--- src/rtl/stream_maxpool2x2.sv ---
// Streaming 2x2/stride-2 max-pool over a runtime-sized raster frame, with bypass.
// A half-row line buffer holds each even row's horizontal pair maxima for the odd row below.
module stream_maxpool2x2 #(
  parameter int DATA_W   = 21,
  parameter int MAX_COLS = 64,
  parameter int DIM_W    = 7
) (
  input  logic              clk,
  input  logic              rst_n,
  input  logic              i_start,
  input  logic [DIM_W-1:0]  i_cols,
  input  logic [DIM_W-1:0]  i_rows,
  input  logic              i_bypass,
  input  logic              i_valid,
  input  logic [DATA_W-1:0] i_data,
  output logic              o_valid,
  output logic [DATA_W-1:0] o_data,
  output logic              o_busy,
  output logic              o_done,
  output logic              o_err
);
  localparam int HALF = MAX_COLS / 2;
  localparam int AW   = $clog2(HALF);
  localparam logic [DIM_W-1:0] MAX_C = DIM_W'(MAX_COLS);
  localparam logic [DIM_W-1:0] ONE   = DIM_W'(1);
  localparam logic [DIM_W-1:0] TWO   = DIM_W'(2);

  typedef enum logic [1:0] {IDLE, RUN, DONE} state_t;
  state_t state, state_nx;

  logic [DIM_W-1:0]  cols_q, rows_q, col, row;
  logic              bypass_q;
  logic [DATA_W-1:0] pair_q;
  logic [DATA_W-1:0] lbuf [HALF];
  logic [DATA_W-1:0] m2, lb_rd, m3;
  logic [AW-1:0]     h;
  logic              cfg_ok, accept, col_end, last_px;

  assign cfg_ok  = (i_cols != '0) && !i_cols[0] && (i_cols <= MAX_C) &&
                   (i_rows >= TWO) && !i_rows[0];
  assign accept  = (state == RUN) && i_valid;
  assign col_end = (col == cols_q - ONE);
  assign last_px = accept && col_end && (row == rows_q - ONE);
  assign h       = col[AW:1];
  assign m2      = (pair_q > i_data) ? pair_q : i_data;
  assign lb_rd   = lbuf[h];
  assign m3      = (lb_rd > m2) ? lb_rd : m2;

  always_ff @(posedge clk or negedge rst_n) begin
    if (!rst_n) state <= IDLE;
    else        state <= state_nx;
  end

  always_comb begin
    state_nx = state;
    case (state)
      IDLE:    if (i_start && cfg_ok) state_nx = RUN;
      RUN:     if (last_px) state_nx = DONE;
      DONE:    state_nx = IDLE;
      default: state_nx = IDLE;
    endcase
  end

  always_comb begin
    o_busy = (state == RUN);
    o_done = (state == DONE);
  end

  always_ff @(posedge clk or negedge rst_n) begin
    if (!rst_n) begin
      cols_q   <= '0;
      rows_q   <= '0;
      bypass_q <= 1'b0;
      col      <= '0;
      row      <= '0;
      pair_q   <= '0;
      o_valid  <= 1'b0;
      o_data   <= '0;
      o_err    <= 1'b0;
    end else begin
      o_valid <= 1'b0;
      o_err   <= (state == IDLE) && i_start && !cfg_ok;
      if ((state == IDLE) && i_start && cfg_ok) begin
        cols_q   <= i_cols;
        rows_q   <= i_rows;
        bypass_q <= i_bypass;
        col      <= '0;
        row      <= '0;
      end
      if (accept) begin
        if (col_end) begin
          col <= '0;
          row <= row + ONE;
        end else begin
          col <= col + ONE;
        end
        if (bypass_q) begin
          o_valid <= 1'b1;
          o_data  <= i_data;
        end else if (!col[0]) begin
          pair_q <= i_data;
        end else if (row[0]) begin
          // bottom-right pixel closes the window
          o_valid <= 1'b1;
          o_data  <= m3;
        end
      end
    end
  end

  // Line buffer needs no reset: every slot is rewritten on an even row before it is read.
  always_ff @(posedge clk) begin
    if (accept && !bypass_q && col[0] && !row[0]) lbuf[h] <= m2;
  end

endmodule

--- config.mk ---
export PLATFORM = sky130hd
export DESIGN_NAME = stream_maxpool2x2
export DESIGN_NICKNAME = d
export VERILOG_FILES = /design/src/rtl/stream_maxpool2x2.sv
export SDC_FILE = /design/constraint.sdc
export NUM_CORES = 1
export LEC_CHECK = 0
export CORE_ASPECT_RATIO = 1.4
export CORE_MARGIN = 10
export CORE_UTILIZATION = 40
export DETAILED_ROUTE_END_ITERATION = 6
export PLACE_DENSITY = 0.58
export SYNTH_ARGS = -nofsm -noshare
export SYNTH_HDL_FRONTEND = slang
export SYNTH_SLANG_ARGS = --single-unit
--- constraint.sdc ---
create_clock -name clk -period 10.5 [get_ports clk]
set_clock_uncertainty 0.2 [all_clocks]
set_input_delay 2.1 -clock clk [delete_from_list [all_inputs] [get_ports clk]]
set_output_delay 2.1 -clock clk [all_outputs]
set_load 0.1 [all_outputs]
# == Yosys cells after proc, flatten, opt, wreduce, memory -nomap -nowiden ==
# Memories as Yosys holds them, arrays and structs flattened.
# Cells that the tools add are included.
# classes
n_addsub,4
n_lt_le_gt_ge,4
n_eq_ne,6
muxes,20
bitwise_logic,2
reduce_logical,27
# ops
operator,count
21-bit 2-to-1 mux,5
21-bit > comparator,2
7-bit 2-to-1 mux,6
"7-bit by 1-bit adder with 7-bit output, second input constant",2
7-bit == test,2
1-bit logical AND,14
"7-bit by 1-bit subtractor with 7-bit output, second input constant",2
"7-bit by 2-bit >= comparator with 1-bit output, second input constant",1
"7-bit less-or-equal comparator, second input constant",1
7-bit nonzero test,1
1-bit 2-to-1 mux,6
3-bit AND reduction,2
2-bit nonzero test,3
1-bit logical NOT,5
2-bit 2-to-1 mux,2
2-bit case mux with 2 select lines,1
"2-bit by 1-bit == test with 1-bit output, second input constant",1
"2-bit == test, second input constant",1
2-bit logical NOT,1
"2-bit by 1-bit != test with 1-bit output, second input constant",1
"2-bit != test, second input constant",1
1-bit NOT,2
2-bit AND reduction,1
# totals
ff_bits,75
ramBits,672
in_bits,40
output_inout_bits,25
n_memories,1
# mem_list
memory,words,word_bits,rd,rd_ports_with_merged_regs,wr,line,text
lbuf,32,21,1,0,1,34,logic [DATA_W-1:0] lbuf [HALF];

# == Longest topological paths before layout ==
# logic_depth
ltp_word,9
ltp_mapped,19
ltp_nobuf,17

# == Worst setup path before layout ==
# OpenSTA, ideal clock, no wires.
# synth_path
path_kind,in2reg
start,input port i_data[19]
end,register o_data[0]
arrival_ps,5445
t_required_ps,10160
slack_ps,4715
path_stages,19
cell_sequence,inv_1 -> ha_1 -> nand4_1 -> nor3_1 -> nand2_1 -> o211a_1 -> a31o_2 -> buf_6 -> mux2i_1 -> inv_1 -> ha_1 -> nor2b_1 -> o211ai_1 -> a21o_1 -> a21oi_1 -> a211oi_2 -> nor4_1 -> buf_2 -> a221oi_1
# synth_between
elab_chain_cells,7
# synth_lines
item,line,text
start: declaration,15,"input logic [DATA_W-1:0] i_data,"
21-bit > comparator (*),45,assign m2 = (pair_q > i_data) ? pair_q : i_data;
21-bit 2-to-1 mux (*),45,
via m2[0],35,"logic [DATA_W-1:0] m2, lb_rd, m3;"
21-bit > comparator,47,assign m3 = (lb_rd > m2) ? lb_rd : m2;
21-bit 2-to-1 mux (*),47,
21-bit 2-to-1 mux (*),102,end else if (row[0]) begin
21-bit 2-to-1 mux (*),100,end else if (!col[0]) begin
21-bit 2-to-1 mux (*),97,if (bypass_q) begin
end signal: assignment,99,o_data <= i_data;
end signal: assignment,105,o_data <= m3;
end: declaration,17,"output logic [DATA_W-1:0] o_data,"
# Mark *: on every way through the listed nets, which the timed path passes. The rest lies on a longest branch. The select of a mux whose other input is x is not followed.
# A chain may end at the register's enable or synchronous reset.

# == Final worst setup path ==
# layout_path
start,input port i_data[6]
end,register o_data[0]
# Same word-level chain as after synthesis.

==> run metrics <==
Area Growth Syn to Fin=13.7%; clk slew on worst S/H paths=roughly 0.070 ns; layout cells sized above 1=0.254; Fill cells=roughly 6400; routed len/inst=approximately 27 microns; nets=roughly 1800; DR vias/cell=approximately 5.7; final hold violations=0; hold buffer count at CTS=0; crit path kind=in2reg; crit path launch type=primary input; root buf cell=clkbuf_16; Tot GR Track Use=0.167; critical path's top delay family=compound AO/OA/AOI/OAI gates; Synth top area share=0.658; CP Depth=18; GR peak layer=met2; Worst slew margin=0.178; drt total wl=about 73000 microns; syn_nets=around 1700; Main synth FF type=edfxtp_1; area of the multi-input gates=8060 sq um; FF/Latch Area=around 22000 sq um; most common cell in the synthesized netlist=edfxtp_1; worst-path maximum fanout=33; Core Box Area=76300 sq um; global-route wire length before repair=110000 microns; DP Area=between 30000 and 40000 sq um; Initial Util=0.402; via count=15600; DRC Markers=0; global placer's final weighted congestion=0.786; CTS resizes=0; Worst Path Arrival=around 7.6 ns; Mean Syn Cell Area=a little under 20 sq um; DRT Pass-1 Iters=5; met2 Resource Use GR=0.299; EDFF count, synth=around 670; worst-skew pair later-pin latency=~0.61 ns; Longest Clk Path Bufs=3; GR met1 Demand/Resource=0.207; full die area=roughly 90000 sq um; Mapped Cells=1586; critical path required time=between 10 and 15 ns; Leak Pwr=roughly 11 nW; Peak VDD IR=0.170 mV; met3 GRT Util=0.0211; Area contributors post-synth=edfxtp_1 (66%), mux4_2 (12%), dfrtp_1 (6.1%); sequential area share after synthesis=0.719; Slew Limit Fails=0; CTS HTree Levels=3; Setup Buffers After CTS=0; largest stage delay on the critical path=~0.96 ns; crit path cell chain=clkdlybuf4s50_1 > inv_1 > ha_1 > a21oi_1 > o21ai_0 > a221oi_1 > o211a_1 > a31o_2 > mux2i_1 > inv_1 > ha_1 > nor2b_1 > o211ai_1 > a21o_1 > a21oi_1 > a211oi_2 > o21a_1 > a221oi_1; clk sinks=around 750; post-route ant nets=0; Power Density=278 nW/um^2; WP buf/inv=3; number of global-route vias before repair=~16000; Synth cell types=69; final setup vio count=0; MaxCap Viol Count=0; Synth top cells by count=edfxtp_1 (672), mux4_2 (168), dfrtp_1 (75), inv_1 (75), a22o_1 (73); synthesized flop and latch total=between 700 and 800; final instance area=between 30000 and 40000 sq um; RSZ-0062 raised after global routing=false; row cnt=120; Boundary Pins=65; CTS tree=yes; Post-synth ARST share=0.100; CP Capture Type=flop; Tcrit/Tclk final=0.699; DR iter-0 viols=1248; Final TNS setup=0 ns; area leader, netlist=edfxtp_1; Final Hold Slack=0.314 ns; min-delay worst type=reg2reg; Num CTS Buffers=69; status=completed; height of the die=348 microns; Critical-path top delay cell=o21a_1; Hold Path Depth=1; largest net degree at the start of global routing=93; PortBufs=64; reg2reg setup slack=about 4.4 ns; Fmax=around 140 MHz; reg2reg path depth=12; post-layout min period=around 7.3 ns; DP Wirelength=between 40000 and 50000 microns; initial antenna violation count=0; synth warn=0; post-synthesis cell area=between 30000 and 40000 sq um; Die Width=between 200 and 300 microns; worst slew pin tran=about 1.2 ns; grt ovf=0
-- cell families (layout without fill, tap and decap cells) --
logic type      count (synthesis)  after routing  share of synthesized area
flops                         747            747                      0.719
mux                           226            226                      0.146
fa+ha+maj                      46             46                     0.0188
buf+inv                       157            313                     0.0224
compound gates                190            190                     0.0514
simple gates                  203            203                     0.0375
xor+xnor                       17             17                    0.00485
other cells                     0              1                          0
-- layer usage --
metal / vias to the layer above / wire length (microns)
li1: 6689 / -
met1: 8437 / 29200
met2: 403 / 38900
met3: 100 / 3480
met4: 0 / 1720
met5: - / 0
-- placed cells by master (no fill, tap or decap), types with 3 or more instances in the layout --
master           netlist  layout
a21oi_1               16      16
nor2_2                 0      30
clkinv_2               0       5
nor2_4                 0       4
clkdlybuf4s50_1        0      63
a211oi_1               3       3
dfrtp_1               75      73
a31oi_1                4       4
nand3b_1               5       5
clkinv_1               0      14
buf_4                  4      46
xnor2_1                6       6
a221oi_2              19      19
a21o_1                 6       6
a22oi_1               11      11
nor3_1                11       9
a22o_1                73      73
mux2i_1                6       6
buf_12                 0       3
nor2b_1                3       3
a221oi_1               4       4
edfxtp_1             672     672
mux2_2                26      26
nor4_1                 8       7
bufinv_16              0       6
nor2_1                55      21
xor2_1                11      11
mux2i_2               19      19
nor4_2                16      17
clkbuf_16              0      71
ha_1                  46      46
nand2_1               33      33
nor3_2                 1       3
nand4_1               10      10
clkbuf_1              32      21
mux4_2               168     168
o21ai_0               35      35
inv_1                 75      75
nand3_1               35      35
mux2_1                 7       7
-- path summary, 6_finish.rpt --
kind / end / startpoint
worst max-delay path: o_data[0] / i_data[6]
worst min-delay path: row[6] / row[6]
worst max register to register: o_data[0] / col[1]
worst min register to register: row[6] / row[6]
max in group asynchronous: pair_q[10] / rst_n
min in group asynchronous: col[1] / rst_n
-- cell type report --
class / count / area share
inverters: 76 / 0.00818
diodes: 1 / 0.0000718
flip-flops and latches: 747 / 0.633
multi-input cells: 682 / 0.231
well taps: 976 / 0.0350
repair buffers: 112 / 0.0297
clock buffers: 92 / 0.0532
clock inverters: 33 / 0.00969
-- sequential cells by signal, indices dropped and copies added (netlist names) --
name      flops
state         2
lbuf        672
o_data       21
o_valid       1
bypass_q      1
rows_q        7
o_err         1
row           7
cols_q        7
col           7
pair_q       21
-- worst register-to-register path, delay by kind of cell (launching register included) --
kind / cells / cell delay [ns]
mux: 1 / 0.62
fa+ha+maj: 1 / 0.34
buf+inv: 2 / 0.64
compound gates: 3 / 1.37
flops: 1 / 0.77
simple gates: 5 / 1.99
-- through the flow --
step	power, mW	setup WS (ns)	util	instances
2_1_floorplan	6.35	4.72	-	1586
3_3_place_gp	7.23	2.52	0.428	2593
3_5_place_dp	7.31	2.48	0.428	2593
4_1_cts	9.78	3.08	0.457	2718
5_1_grt	10.1	2.70	0.457	2718
6_report	9.68	3.16	0.457	2719
-- power by group --
part           switching (mW)  total, mW  internal (mW)  leakage, nW
Sequential              0.177       4.04           3.87         6.95
Combinational            2.01       3.17           1.16         3.42
Clock                    1.07       2.47           1.40         1.06
(Power assumes the default switching activity.)
